### src/rtl/ctrl_pipe_pkg.sv
// Shared definitions for the ctrl_pipe control pipeline: result-source and
// forward-select encodings, register index width, stage record types and
// the forwarding priority helper used by the hazard unit.
package ctrl_pipe_pkg;

    localparam int REG_IDX_W = 5;

    typedef logic [REG_IDX_W-1:0] regIdx_t;

    // Where the W stage takes its write-back value from; RES_LOAD marks a load.
    typedef enum logic [1:0] {
        RES_ALU  = 2'b00,
        RES_LOAD = 2'b01,
        RES_PC4  = 2'b10
    } resultSrc_e;

    // Operand source selection for the E-stage ALU inputs.
    typedef enum logic [1:0] {
        FWD_REGFILE = 2'b00,
        FWD_W       = 2'b01,
        FWD_M       = 2'b10
    } forwardSel_e;

    // Everything the E stage carries for one instruction.
    typedef struct packed {
        logic       valid;
        logic       regWrite;
        logic [1:0] resultSrc;
        logic       memWrite;
        logic       aluSrc;
        logic [2:0] operation;
        logic       branch;
        logic       jump;
        regIdx_t    rs1;
        regIdx_t    rs2;
        regIdx_t    rd;
    } ctrlE_t;

    // Memory stage keeps only what memory access and write-back still need.
    typedef struct packed {
        logic       valid;
        logic       regWrite;
        logic [1:0] resultSrc;
        logic       memWrite;
        regIdx_t    rd;
    } ctrlM_t;

    // Write-back stage keeps only the register-file write controls.
    typedef struct packed {
        logic       valid;
        logic       regWrite;
        logic [1:0] resultSrc;
        regIdx_t    rd;
    } ctrlW_t;

    // An empty E slot: no side effects, no register references, not valid.
    localparam ctrlE_t BUBBLE_E = '0;

    // The younger producer (M) wins over the older one (W); x0 never forwards
    // because it is hard-wired to zero in the register file.
    function automatic forwardSel_e forwardSelect(
        input regIdx_t rsE,
        input logic    regWriteM,
        input logic    validM,
        input regIdx_t rdM,
        input logic    regWriteW,
        input logic    validW,
        input regIdx_t rdW
    );
        forwardSel_e sel;
        sel = FWD_REGFILE;
        if (regWriteM && validM && (rdM != '0) && (rdM == rsE)) begin
            sel = FWD_M;
        end else if (regWriteW && validW && (rdW != '0) && (rdW == rsE)) begin
            sel = FWD_W;
        end
        return sel;
    endfunction

endpackage

### src/rtl/ctrl_pipe_hazard_detect.sv
// Combinational hazard unit: detects load-use stalls, resolves taken
// branches/jumps in E, and picks operand forwarding for the E stage.
module hazard_detect
    import ctrl_pipe_pkg::*;
(
    input  logic                 i_validE,
    input  logic [1:0]           i_resultSrcE,
    input  logic [REG_IDX_W-1:0] i_rdE,
    input  logic [REG_IDX_W-1:0] i_rs1E,
    input  logic [REG_IDX_W-1:0] i_rs2E,
    input  logic                 i_branchE,
    input  logic                 i_jumpE,
    input  logic                 i_zeroE,
    input  logic [REG_IDX_W-1:0] i_rs1D,
    input  logic [REG_IDX_W-1:0] i_rs2D,
    input  logic                 i_validM,
    input  logic                 i_regWriteM,
    input  logic [REG_IDX_W-1:0] i_rdM,
    input  logic                 i_validW,
    input  logic                 i_regWriteW,
    input  logic [REG_IDX_W-1:0] i_rdW,
    output logic                 o_stallF,
    output logic                 o_stallD,
    output logic                 o_flushD,
    output logic                 o_flushE,
    output logic                 o_pcSrcE,
    output logic [1:0]           o_forwardAE,
    output logic [1:0]           o_forwardBE
);

    logic        w_lwStall;
    logic        w_pcSrc;
    forwardSel_e w_forwardA;
    forwardSel_e w_forwardB;

    // A load in E whose destination is read by the D instruction must hold D
    // for a cycle; a taken branch or jump in E redirects the PC.
    always_comb begin
        w_lwStall = i_validE && (i_resultSrcE == RES_LOAD) && (i_rdE != '0) &&
                    ((i_rdE == i_rs1D) || (i_rdE == i_rs2D));
        w_pcSrc   = i_validE && ((i_branchE && i_zeroE) || i_jumpE);
    end

    // A redirect squashes the younger instructions anyway, so it overrides the
    // stall instead of holding a wrong-path instruction in D.
    always_comb begin
        o_pcSrcE = w_pcSrc;
        o_stallF = w_lwStall && !w_pcSrc;
        o_stallD = w_lwStall && !w_pcSrc;
        o_flushD = w_pcSrc;
        o_flushE = w_lwStall || w_pcSrc;
    end

    // Choose the freshest in-flight value for each E-stage source operand.
    always_comb begin
        w_forwardA  = forwardSelect(i_rs1E, i_regWriteM, i_validM, i_rdM,
                                    i_regWriteW, i_validW, i_rdW);
        w_forwardB  = forwardSelect(i_rs2E, i_regWriteM, i_validM, i_rdM,
                                    i_regWriteW, i_validW, i_rdW);
        o_forwardAE = w_forwardA;
        o_forwardBE = w_forwardB;
    end

endmodule

### src/rtl/ctrl_pipe.sv
// Control path of a 5-stage in-order pipeline: carries decoded control
// fields from D through E, M and W, inserts bubbles on flush, hosts the
// hazard unit and counts retired instructions.
module ctrl_pipe
    import ctrl_pipe_pkg::*;
(
    input  logic                 clk,
    input  logic                 rst_n,
    input  logic                 RegWrite_D,
    input  logic [1:0]           ResultSrc_D,
    input  logic                 MemWrite_D,
    input  logic                 ALUSrc_D,
    input  logic [2:0]           Operation_D,
    input  logic                 Branch_D,
    input  logic                 Jump_D,
    input  logic                 Valid_D,
    input  logic [REG_IDX_W-1:0] Rs1_D,
    input  logic [REG_IDX_W-1:0] Rs2_D,
    input  logic [REG_IDX_W-1:0] Rd_D,
    input  logic                 Zero_E,
    output logic                 RegWrite_E,
    output logic [1:0]           ResultSrc_E,
    output logic                 MemWrite_E,
    output logic                 ALUSrc_E,
    output logic [2:0]           Operation_E,
    output logic                 Branch_E,
    output logic                 Jump_E,
    output logic [REG_IDX_W-1:0] Rs1_E,
    output logic [REG_IDX_W-1:0] Rs2_E,
    output logic [REG_IDX_W-1:0] Rd_E,
    output logic                 RegWrite_M,
    output logic [1:0]           ResultSrc_M,
    output logic                 MemWrite_M,
    output logic [REG_IDX_W-1:0] Rd_M,
    output logic                 RegWrite_W,
    output logic [1:0]           ResultSrc_W,
    output logic [REG_IDX_W-1:0] Rd_W,
    output logic                 StallF,
    output logic                 StallD,
    output logic                 FlushD,
    output logic                 FlushE,
    output logic                 PCSrc_E,
    output logic [1:0]           ForwardAE,
    output logic [1:0]           ForwardBE,
    output logic [31:0]          Retired
);

    ctrlE_t      r_stageE;
    ctrlM_t      r_stageM;
    ctrlW_t      r_stageW;
    logic [31:0] r_retired;

    ctrlE_t      w_nextE;
    logic        w_flushE;

    hazard_detect u_hazard (
        .i_validE     (r_stageE.valid),
        .i_resultSrcE (r_stageE.resultSrc),
        .i_rdE        (r_stageE.rd),
        .i_rs1E       (r_stageE.rs1),
        .i_rs2E       (r_stageE.rs2),
        .i_branchE    (r_stageE.branch),
        .i_jumpE      (r_stageE.jump),
        .i_zeroE      (Zero_E),
        .i_rs1D       (Rs1_D),
        .i_rs2D       (Rs2_D),
        .i_validM     (r_stageM.valid),
        .i_regWriteM  (r_stageM.regWrite),
        .i_rdM        (r_stageM.rd),
        .i_validW     (r_stageW.valid),
        .i_regWriteW  (r_stageW.regWrite),
        .i_rdW        (r_stageW.rd),
        .o_stallF     (StallF),
        .o_stallD     (StallD),
        .o_flushD     (FlushD),
        .o_flushE     (w_flushE),
        .o_pcSrcE     (PCSrc_E),
        .o_forwardAE  (ForwardAE),
        .o_forwardBE  (ForwardBE)
    );

    assign FlushE = w_flushE;

    // E never holds: a stalled D instruction is simply re-presented by the
    // front end while a bubble takes its place in E.
    always_comb begin
        w_nextE = BUBBLE_E;
        if (!w_flushE) begin
            w_nextE.valid     = Valid_D;
            w_nextE.regWrite  = RegWrite_D;
            w_nextE.resultSrc = ResultSrc_D;
            w_nextE.memWrite  = MemWrite_D;
            w_nextE.aluSrc    = ALUSrc_D;
            w_nextE.operation = Operation_D;
            w_nextE.branch    = Branch_D;
            w_nextE.jump      = Jump_D;
            w_nextE.rs1       = Rs1_D;
            w_nextE.rs2       = Rs2_D;
            w_nextE.rd        = Rd_D;
        end
    end

    // Advance every stage each cycle; reset drops all in-flight instructions.
    always_ff @(posedge clk or negedge rst_n) begin
        if (!rst_n) begin
            r_stageE <= BUBBLE_E;
            r_stageM <= '0;
            r_stageW <= '0;
        end else begin
            r_stageE           <= w_nextE;
            r_stageM.valid     <= r_stageE.valid;
            r_stageM.regWrite  <= r_stageE.regWrite;
            r_stageM.resultSrc <= r_stageE.resultSrc;
            r_stageM.memWrite  <= r_stageE.memWrite;
            r_stageM.rd        <= r_stageE.rd;
            r_stageW.valid     <= r_stageM.valid;
            r_stageW.regWrite  <= r_stageM.regWrite;
            r_stageW.resultSrc <= r_stageM.resultSrc;
            r_stageW.rd        <= r_stageM.rd;
        end
    end

    // Count an instruction as retired when it leaves W; wraps at 2^32.
    always_ff @(posedge clk or negedge rst_n) begin
        if (!rst_n) begin
            r_retired <= '0;
        end else if (r_stageW.valid) begin
            r_retired <= r_retired + 32'd1;
        end
    end

    assign RegWrite_E  = r_stageE.regWrite;
    assign ResultSrc_E = r_stageE.resultSrc;
    assign MemWrite_E  = r_stageE.memWrite;
    assign ALUSrc_E    = r_stageE.aluSrc;
    assign Operation_E = r_stageE.operation;
    assign Branch_E    = r_stageE.branch;
    assign Jump_E      = r_stageE.jump;
    assign Rs1_E       = r_stageE.rs1;
    assign Rs2_E       = r_stageE.rs2;
    assign Rd_E        = r_stageE.rd;
    assign RegWrite_M  = r_stageM.regWrite;
    assign ResultSrc_M = r_stageM.resultSrc;
    assign MemWrite_M  = r_stageM.memWrite;
    assign Rd_M        = r_stageM.rd;
    assign RegWrite_W  = r_stageW.regWrite;
    assign ResultSrc_W = r_stageW.resultSrc;
    assign Rd_W        = r_stageW.rd;
    assign Retired     = r_retired;

endmodule

### config.mk
export PLATFORM = sky130hd
export DESIGN_NAME = ctrl_pipe
export DESIGN_NICKNAME = d
export VERILOG_FILES = /design/src/rtl/ctrl_pipe_pkg.sv /design/src/rtl/ctrl_pipe_hazard_detect.sv /design/src/rtl/ctrl_pipe.sv
export SDC_FILE = /design/constraint.sdc
export NUM_CORES = 1
export LEC_CHECK = 0
export ABC_AREA = 1
export BUFFER_PORTS_ARGS = -buffer_cell sky130_fd_sc_hd__clkbuf_2
export CORE_ASPECT_RATIO = 1.25
export CORE_UTILIZATION = 40
export CTS_CLUSTER_SIZE = 14
export DETAILED_ROUTE_END_ITERATION = 10
export GPL_TIMING_DRIVEN = 0
export PLACE_DENSITY_LB_ADDON = 0.15
export RECOVER_POWER = 100
export SKIP_CTS_REPAIR_TIMING = 1
export SLEW_MARGIN = 20
export SYNTH_ARGS = -nofsm -noshare
export SYNTH_HDL_FRONTEND = slang
export SYNTH_HIERARCHICAL = 1
export SYNTH_SLANG_ARGS = --single-unit
### constraint.sdc
create_clock -name clk -period 1.7 [get_ports clk]
set_input_delay 0.17 -clock clk [delete_from_list [all_inputs] [get_ports clk]]
set_output_delay 0.17 -clock clk [all_outputs]
set_load 0.005 [all_outputs]
==> summary.md <==
| Metric | Value |
|---|---|
| Distinct cells, synth | 25 |
| Ant diodes | 0 |
| WL/cell | roughly 12 um |
| Top-count cell post-synth | nand2_1 |
| H-Tree Level Count | 3 |
| Filler instances | approximately 930 |
| Fraction of registers with async set/reset | 100% |
| Post-Route Skew | between 4 and 5 ps |
| Synth top area share | 49.2% |
| Post-Synthesis Cells | roughly 470 |
| Worst setup SP type | flip-flop |
| Sw Share | about a quarter |
| CTS Sinks | 77 |
| Vias per Instance | around 4.4 |
| Port Buf Inserts | roughly 110 |
| WL final | between 8000 and 9000 um |
| CP Capture Type | output port |
| Die Y | ~110 um |
| Int Pwr | 3.91 mW |
| Clock Power Share | between 40% and 50% |
| Synth Area per Inst | between 8 and 9 sq um |
| FF-to-FF setup slack | between 100 and 150 ps |
| Main synth FF type | dfrtp_1 |
| Number of global-route vias before repair | 3053 |
| Kind of critical path | flip-flop to output port |
| Final hold vios | 0 |
| Root buffer cell | clkbuf_16 |
| NumNets Final | roughly 630 |
| Setup violations, final | 2 |
| Row cnt | 40 |
| Required time worst endpoint | ~1500 ps |
| Cell Pwr Density | between 1000 and 1500 nW/um^2 |
| Clock Tree Buf Depth | 2 |
| Dpl hpwl | approximately 6400 um |
| Full die area | just over 10000 sq um |
| Post-synth EDFFs | 0 |
| Max-cap viol count | 0 |
| Net Count, Synth | 499 |
| Worst Tran Pin Value | ~540 ps |
| First-pass GRT wire length | about 14000 um |
| First-pass detailed-route iteration total | 6 |
| Clock transition at the registers of the reported paths | around 60 ps |
| Setup WS post-layout | -71.9 ps |
| Worst-skew pair later-pin latency | around 330 ps |
| Final period util | 104% |
| Routed Antenna Nets | 0 |
| Warnings from Yosys | 6 |
| Synth Cell Area | approximately 4000 sq um |
| CTS tree | done |
| Synth area leader | dfrtp_1 |
| Num CTS Buffers | 9 |
| Dpl ws | -273 ps |
| Pleak | between 2 and 3 nW |
| Finished Layout Cells | slightly above 700 |
| Failing checks | setup timing |
| Antenna violations before repair | 0 |
| Layout Area Growth over Synthesis | 31.3% |
| Flop pwr share | between 40% and 50% |
| Drt first-iter violations | 70 |
| Slew margin rel. | 63.7% |
| Fin. max-slew vios | 0 |
| Crit path time final | between 1500 and 2000 ps |
| Grt total ovfl | 0 |
| Comb pwr share | between 10% and 20% |
| Status | finished with violations |
| Fmax | around 560 MHz |
| Crit Path Max Fanout | 7 |
| Peak supply drop | 570 uV |
| Leading post-synthesis cells by instance count | nand2_1 (106), dfrtp_1 (77), inv_1 (75), nor2_1 (66), buf_4 (36) |
| Area of the core | 9560 sq um |
| RSZ-0062 raised after global routing | yes |
| Gpl congestion | roughly 0.84 |
| DRC viols | 0 |
| Register bit total from synthesis | 77 |
| Fin Hold WS | around 17 ps |
| Largest net degree at the start of global routing | 40 |
| Ranking of synthesized cells by area | dfrtp_1 (49%), nand2_1 (10%), inv_1 (7.2%), buf_4 (6.9%), nor2_1 (6.3%) |
| Die width | approximately 91 um |
| Crit path arrival time | 1600 ps |
| Initial Util | about two fifths |
| Placed insts | ~710 |
| Register area share after synthesis | around half |
| Net Switching | 1.30 mW |
| Vias | about 3200 |
| Share of layout cells above drive strength 1 | 35.7% |
| IO Pins | between 100 and 150 |
| Hold WC Path Type | input port to flip-flop |
| Overall Global Routing Usage | between 15 and 20% |
[registers in the layout (all words and copies together) (netlist names), 2 cells and up]
register,flops
Operation_E,3
Rd_E,5
Rd_M,5
Rd_W,5
ResultSrc_E,2
ResultSrc_M,2
ResultSrc_W,2
Retired,32
Rs1_E,5
Rs2_E,5
[layer usage]
layer	share of wire (%)	up-vias	global-route usage, %
met3	5.3	14	4.74
met1	40	1455	19.2
li1	-	1619	-
met2	52	86	30.5
met5	0	-	0
met4	2.3	0	7.85
[worst paths after layout]
check | startpoint | end | depth (start not counted)
worst max register to register | Retired[0]$_DFFE_PN0P_ | Retired[22]$_DFFE_PN0P_ | 9
worst max-delay path | Rd_E[0]$_DFF_PN0_ | StallF | 9
max in group asynchronous | rst_n | Rd_M[0]$_DFF_PN0_ | 3
min in group asynchronous | rst_n | Retired[5]$_DFFE_PN0P_ | 2
worst min-delay path | Rd_D[0] | Rd_E[0]$_DFF_PN0_ | 3
worst min register to register | r_stageM[9]$_DFF_PN0_ | r_stageW[8]$_DFF_PN0_ | 0
[per-stage QoR]
stage	TNS, ps	instance area, sq um	utilization (%)	power (mW)
detailed placement	-5160	4650	48.7	2.96
global route	-428	5140	53.8	5.46
floorplan	0	3920	-	2.61
finish	-85.7	5140	53.8	5.21
global placement	-27330	4630	48.4	2.93
CTS	-5560	5000	52.3	5.20
[critical path, cell delays in order (launching register included)]
cell and delay (ps):
dfrtp_2 450, nor2_1 120, nor2_1 60, nor2_1 110
nand3_1 100, nand2_2 110, nand2_4 60, nor2_4 90
buf_6 100, buf_6 80
[power by group through the flow]
stage	clock network, mW	logic (mW)	registers, mW
after CTS	2.26	0.763	2.18
final	2.22	0.801	2.19
after global placement	0	0.732	2.20
after global routing	2.36	0.890	2.21
after floorplan	0	0.437	2.17
after detailed placement	0	0.753	2.21
[logic make-up after synthesis]
family	share of synthesized area, %
AOI/OAI and AO/OA	0.543
xor gates and xnor gates	8.91
adders and majority gates	0.319
buffers and inverters	15.0
DFF	49.2
and+or+nand+nor	26.0
[layout by cell type (no fill, tap or decap), drive strengths merged]
cell type,count
and2,1
a21oi,1
o21bai,1
nor3,8
clkbuf,121
nand2,109
o21ai,1
clkinv,1
dlygate4sd3,1
dfrtp,77
inv,79
nand3b,5
bufinv,3
ha,1
nand3,21
xor2,18
nor2,76
nand4,10
xnor2,21
buf,44
[area by class of cell]
cell class	instances	area [sq um]	area share, %
clock buffers	11	253	4.91
repair buffers	115	609	11.8
well taps	126	158	3.06
inverters	79	297	5.77
multi-input cells	273	1480	28.8
flip-flops and latches	77	1940	37.7
clock inverters	4	95.1	1.85
plain buffers	40	315	6.13
(Power assumes the default switching activity.)
